[src/rtl/alu_arbiter.sv]
// Round-robin sequencer sharing one 4-bit combinational ALU between two requesters.
// Captures the winner's operands, holds them for EXEC_CYCLES, then returns the registered result.
module alu_arbiter #(
   parameter int unsigned EXEC_CYCLES = 1,
   parameter int unsigned CNT_W       = 8
) (
   input  logic             clk,
   input  logic             rst,
   input  logic [1:0]       req_valid,
   output logic [1:0]       req_ready,
   input  logic [7:0]       req_a,
   input  logic [7:0]       req_b,
   input  logic [5:0]       req_op,
   output logic [1:0]       rsp_valid,
   input  logic [1:0]       rsp_ready,
   output logic [3:0]       rsp_data,
   output logic [2:0]       rsp_flags,
   output logic [3:0]       alu_a,
   output logic [3:0]       alu_b,
   output logic [2:0]       alu_op,
   input  logic [3:0]       alu_out,
   input  logic [2:0]       alu_flag,
   output logic             busy,
   output logic             grant_id,
   output logic [CNT_W-1:0] ops_done
);

   localparam logic [1:0] S_IDLE = 2'd0;
   localparam logic [1:0] S_EXEC = 2'd1;
   localparam logic [1:0] S_RESP = 2'd2;

   logic [1:0] state;
   logic       prio;
   logic [3:0] settle;
   logic       winner;
   logic       handshake;

   // A lone requester always wins; the priority pointer only breaks ties.
   always_comb begin
      winner = prio;
      case (req_valid)
         2'b01:   winner = 1'b0;
         2'b10:   winner = 1'b1;
         default: winner = prio;
      endcase
   end

   assign req_ready = ((state == S_IDLE) && (|req_valid)) ? (winner ? 2'b10 : 2'b01) : 2'b00;
   assign rsp_valid = (state == S_RESP) ? (grant_id ? 2'b10 : 2'b01) : 2'b00;
   assign handshake = (state == S_RESP) && rsp_ready[grant_id];
   assign busy      = (state != S_IDLE);

   always_ff @(posedge clk) begin
      if (rst) begin
         state     <= S_IDLE;
         prio      <= 1'b0;
         settle    <= '0;
         alu_a     <= '0;
         alu_b     <= '0;
         alu_op    <= '0;
         grant_id  <= 1'b0;
         rsp_data  <= '0;
         rsp_flags <= '0;
         ops_done  <= '0;
      end else begin
         case (state)
            S_IDLE: begin
               if (|req_valid) begin
                  alu_a    <= winner ? req_a[7:4]  : req_a[3:0];
                  alu_b    <= winner ? req_b[7:4]  : req_b[3:0];
                  alu_op   <= winner ? req_op[5:3] : req_op[2:0];
                  grant_id <= winner;
                  settle   <= 4'(EXEC_CYCLES - 1);
                  state    <= S_EXEC;
               end
            end
            S_EXEC: begin
               if (settle == 4'd0) begin
                  rsp_data  <= alu_out;
                  rsp_flags <= alu_flag;
                  state     <= S_RESP;
               end else begin
                  settle <= settle - 4'd1;
               end
            end
            S_RESP: begin
               if (handshake) begin
                  ops_done <= ops_done + 1'b1;
                  prio     <= ~grant_id;
                  state    <= S_IDLE;
               end
            end
            default: state <= S_IDLE;
         endcase
      end
   end

endmodule

[config.mk]
export PLATFORM = sky130hd
export DESIGN_NAME = alu_arbiter
export DESIGN_NICKNAME = d
export VERILOG_FILES = /design/src/rtl/alu_arbiter.sv
export SDC_FILE = /design/constraint.sdc
export NUM_CORES = 1
export LEC_CHECK = 0
export CAP_MARGIN = 20
export CORE_UTILIZATION = 35
export DETAILED_ROUTE_END_ITERATION = 8
export GPL_ROUTABILITY_DRIVEN = 0
export PLACE_DENSITY_LB_ADDON = 0.3
export SLEW_MARGIN = 20
export SYNTH_ARGS = -nofsm -noshare
export SYNTH_HDL_FRONTEND = slang
export SYNTH_SLANG_ARGS = --single-unit
[constraint.sdc]
create_clock -name clk -period 2.1 [get_ports clk]
set_input_delay 0.21 -clock clk [delete_from_list [all_inputs] [get_ports clk]]
set_output_delay 0.21 -clock clk [all_outputs]
set_load 0.1 [all_outputs]
Word-level counts from Yosys, hierarchy flattened. Cells that the tools add are included.

Memory bits (writable): 0. Bits in latches: 0. Register bits: 34. ROM bits: 0. Memories: 0. Word-level logic and storage cells: 51.

Multipliers: 0. Equality and inequality tests: 8. Divide/modulo/power cells: 0. Shift operators: 0. $add $sub $neg: 2. Bitwise gates (word level): 1. Reduce and logical (&&, ||, !) cells: 12. Order comparisons: 1. Mux-type cells: 17.

Operator list (count): 2-to-1 mux 4 bit (4); 2-to-1 mux 2 bit (7); adder 8 x 1 -> 8 bit (second input constant) (1); one-hot mux 4 bit (2 select lines) (1); inequality test 2 bit (second input constant) (3); one-hot mux 2 bit (3 select lines) (1); AND reduction 2 bit (3); AND reduction 3 bit (2); == test 2 x 1 -> 1 bit (second input constant) (2); == test 2 bit (second input constant) (2); logical NOT 4 bit (1); nonzero test 2 bit (2); subtractor 4 x 1 -> 4 bit (second input constant) (1); 2-to-1 mux 3 bit (1); logical AND 1 bit (2); logical NOT 2 bit (1); < comparator 1 x 2 -> 1 bit (second input constant) (1); 2-to-1 mux 1 bit (2); inequality test 2 x 1 -> 1 bit (second input constant) (1); one-hot mux 1 bit (2 select lines) (1); OR reduction 2 bit (1); inverter 1 bit (1).

Depth between registers and ports, before layout. Gate-level depths: netlist (run 1).

Word-level depth: 5. Mapped depth: 7.

Least setup slack after synthesis (run 1). OpenSTA, ideal clock, no wires.

Kind: input port to flip-flop. Start: input port req_valid[0]. End: register grant_id. Setup slack: -0.562 ns. Library setup time: 0.192 ns. Path buffers: 1. Arrival: 2.470 ns. Cell stages on the path: 6. Cell sequence: inv_1 -> ha_1 -> mux2_2 -> clkbuf_1 -> nor2_1 -> nor3_1.

Longest elaborated chain between the ends: 2. Elaborated cells on any way between the ends: 5.

Ends and longest elaborated chain: start: declaration (RTL line 9) `input logic [1:0] req_valid,`; == test 2 bit, or another cell as far along (RTL line 41) `case (req_valid)`; one-hot mux 1 bit (2 select lines) or AND reduction 2 bit (tied branches); end signal: assignment (RTL line 72) `grant_id <= winner;`; end: declaration (RTL line 24) `output logic grant_id,`.

Parallel ways exist; a longest one is shown, timed or not. A chain may end at the register's enable or synchronous reset.

Worst setup path in the final report (run 1).
Start: input port req_valid[1]. End: output port req_ready[1].

Longest elaborated chain between the ends: 4. Elaborated cells on any way between the ends: 7.

Ends and longest elaborated chain: == test 2 bit or == test 2 x 1 -> 1 bit (tied branches) (RTL line 41); one-hot mux 1 bit (2 select lines) (RTL line 41); 2-to-1 mux 2 bit (RTL line 48) `assign req_ready = ((state == S_IDLE) && (|req_valid)) ? (winner ? 2'b10 : 2'b01) : 2'b00;`; 2-to-1 mux 2 bit (*) (RTL line 48); end: declaration (RTL line 10) `output logic [1:0] req_ready,`.

Every way passes the cells marked *; elsewhere a longest branch is shown, timed or not.

==> flow_metrics.tcl, run 1 <==
set metrics [dict create \
    hold_class "primary input to flop" \
    crit_end "req_ready[1]" \
    clock_latency_ps 280 \
    tns_ps 0 \
    synth_top_area_share_pct 44.1 \
    synth-warning-count 0 \
    ys_types 35 \
    gr-usage-all-layers_pct 15.8 \
    setup_slack_ps 83.2 \
    fin_skew_ps 6.17 \
    pwr_density_cell_nw_per_um2 1190 \
    worst_path_largest_cell_delay_ps 490 \
    syn-instance-count 179 \
    r2r-start "settle[0]" \
    start_kind "primary input" \
    floorplan.initialDensity_pct 37.5 \
    cts_buffers 5 \
    multiInputGateArea_sq_um 820 \
    crit_arrival_ps 1810 \
    cp_max_fo 3 \
    fp-row-count 23 \
    drtIter0Drc 81 \
    setup.worst_path.start "req_valid[1]" \
    timing.rr.end "settle[3]" \
    path_clk_slew_ps 70 \
    portBuffers 66 \
    hold_viol 0 \
    cp.depth 7 \
    crit_type "primary input to output port" \
    status "finished clean" \
    fillers 400 \
    root_buffer "clkbuf_8" \
    period_needed_ps 2020 \
    post-synth-top-area-cell "dfxtp_1" \
    relSlewSlack_pct 62.1 \
    die_h_microns 68.4 \
    syn_avg_cell_area_sq_um 8.62 \
    crit_family "buffers and inverters" \
    crit_path_end_kind "output port" \
    r2r_cells 6 \
    place_ws_ps 16.5 \
    htree_levels 2 \
    viasPerCell 4.84 \
    die-width_microns 68.4 \
    cts_setup_buffers 0 \
    fmax_mhz 496 \
    synthesis.area_sq_um 1540 \
    post_cts_resized 0 \
    design_area_sq_um 2340 \
    setup-violations-final 0 \
    ioPinCount 67 \
    ctsHoldBuffers 0 \
    route.detailed.drc 0 \
    drtPass1Iterations 4 \
    cts_sinks 34 \
    antenna_found_initial 0 \
    syn_nets 219 \
    critPathRequiredTime_ps 1890 \
    clock_path_buffers 2 \
    ir_drop_uv 428 \
    period_share_pct 96.0 \
    worstMarginPinSlew_ps 567 \
    diodes 0 \
    die-area_sq_um 4680 \
    wl_per_cell_microns 12.0 \
    slew_violations 0 \
    p_leak_nw 1.01 \
    via_count 1456 \
    grt_pass1_wl_microns 5350 \
    final-seq-area_sq_um 681 \
    worstPathCellList "clkdlybuf4s50_1 -> inv_1 -> ha_1 -> or3_4 -> buf_4 -> nor2_2 -> buf_12" \
    overflow 0 \
    yosysSeqAreaShare_pct 44.1 \
    ant_nets 0 \
    grt_max_degree 35 \
    drive_above_1_share_pct 21.9 \
    syn_to_final_growth_pct 51.8 \
    drv_cap 0 \
    placed_area_sq_um 2250 \
    cp_slowest_cell "clkdlybuf4s50_1" \
    r2r_setup_slack_ps 440 \
    crit_buf_inv 4 \
    netlist_top_cells_area "dfxtp_1, nor2_1, nand2_1, a311oi_1, mux2i_1" \
    synth_seq_cells 34 \
    hpwl_microns 2600 \
    fin_nets 290 \
    grt_setup_unrepaired "no" \
    core_area_sq_um 4120 \
    cts_tree "built" \
    grt_pass1_vias 1191 \
    totalWireLength_microns 3620 \
]
## synth_stat cells
cell and n:
nand4b_1 1, o21ai_0 2, or3_1 4, nand2_1 27
a311oi_1 11, a211oi_2 1, nor2_1 34, mux2_1 1
buf_1 1, a2bb2oi_1 1, o21a_4 1, mux2_2 1
or2_1 1, nand2b_1 3, or3_4 1, nor2b_1 1
mux2i_1 9, nor3b_1 3, and4_1 1, inv_1 5
nor3_1 3, a211oi_1 1, xnor2_1 4, nand3_1 1
a21oi_1 5, xor2_1 2, ha_1 5, nor2_2 1
nand3b_1 2, clkbuf_1 6, and2_1 1, dfxtp_1 34
and4b_1 1, o21ai_1 2, buf_2 2
## worst min path at each step
stage               depth (start not counted)            to  slack [ps]    startpoint
floorplan                                   2   rsp_data[0]         350    alu_out[0]
global placement                            2  rsp_flags[2]         480  rsp_flags[2]
detailed placement                          2   rsp_data[1]         490   rsp_data[1]
CTS                                         3     alu_op[0]         490     req_op[0]
global route                                3     alu_op[1]         500     req_op[1]
finish                                      3      alu_b[3]         500      req_b[3]
## placed cells by master (no fill, tap or decap), drive strengths merged, types with 2 or more instances in the layout
master	netlist	layout
buf	3	39
mux2i	9	9
nor3b	3	3
inv	5	5
clkinv	0	2
nand3b	2	2
clkbuf	6	5
nand2b	3	3
nor3	3	3
o21ai	4	4
mux2	2	2
a311oi	11	11
xnor2	4	4
a211oi	2	2
a21oi	5	5
clkdlybuf4s50	0	34
xor2	2	2
nand2	27	27
ha	5	5
or3	5	5
nor2	35	35
dfxtp	34	34
## flip-flops by register name (all words and copies together), names as in the netlist
name / cells
alu_a: 4
alu_b: 4
alu_op: 3
grant_id: 1
ops_done: 8
prio: 1
rsp_data: 4
rsp_flags: 3
settle: 4
state: 2
## worst register-to-register path, stage by stage, from the launching register on
cell and delay [ps]:
dfxtp_1 360, inv_1 70, ha_1 190, nor3b_1 180
o21a_4 230, or3_1 360, a211oi_2 200
## metrics by stage
step                instances  utilization (%)  total power [mW]  hold slack (ps)
floorplan                 179                -              1.96              354
global placement          293             54.7              2.32              480
detailed placement        293             54.7              2.33              487
CTS                       301             56.9              2.81              489
global route              301             56.9              2.93              499
finish                    301             56.9              2.78              496
## final cells by class
class                   instances  area share, %
multi-input cells             131           35.0
flip-flops and latches         34           29.1
repair buffers                 73           28.6
clock buffers                   5           2.94
well taps                      50           2.67
clock inverters                 3          0.908
inverters                       5          0.801
## power breakdown
group          switching, mW  internal (mW)  total, mW
clock network          0.242          0.233      0.475
logic                   1.04          0.434       1.48
registers             0.0765          0.754      0.831
total                   1.36           1.42       2.78
## per-layer routing
metal	up-vias	routed length, microns	track usage (%)
met2	36	1620	23.3
met4	0	59	7.03
met3	4	230	5.00
met1	665	1710	20.7
met5	-	0	0
li1	751	-	-
## cells by family (layout without fill, tap and decap cells)
group	Yosys count	count (layout)	share of synthesized area, %
flip-flops	34	34	44.1
AO/OA/AOI/OAI	24	24	12.0
XOR/XNOR	6	6	3.41
buffers and inverters	14	86	3.57
AND/OR/NAND/NOR	85	85	25.5
adder cells (fa/ha/maj)	5	5	4.06
multiplexers	11	11	7.30
Power figures use the tool's default switching activity.
==> run 2, diff against run 1 <==
--- a/config.mk
+++ b/config.mk
@@ -9,6 +9,7 @@
 export CORE_UTILIZATION = 35
 export DETAILED_ROUTE_END_ITERATION = 8
 export GPL_ROUTABILITY_DRIVEN = 0
+export MAX_ROUTING_LAYER = met4
 export PLACE_DENSITY_LB_ADDON = 0.3
 export SLEW_MARGIN = 20
 export SYNTH_ARGS = -nofsm -noshare
==> results of run 2 <==
Same layout as run 1: the final DEF is identical, and so are final timing and power.
Main changes from that run: via count of the first global-routing pass 1191 -> 1188; overall routing resource usage 15.8% -> 16.2%
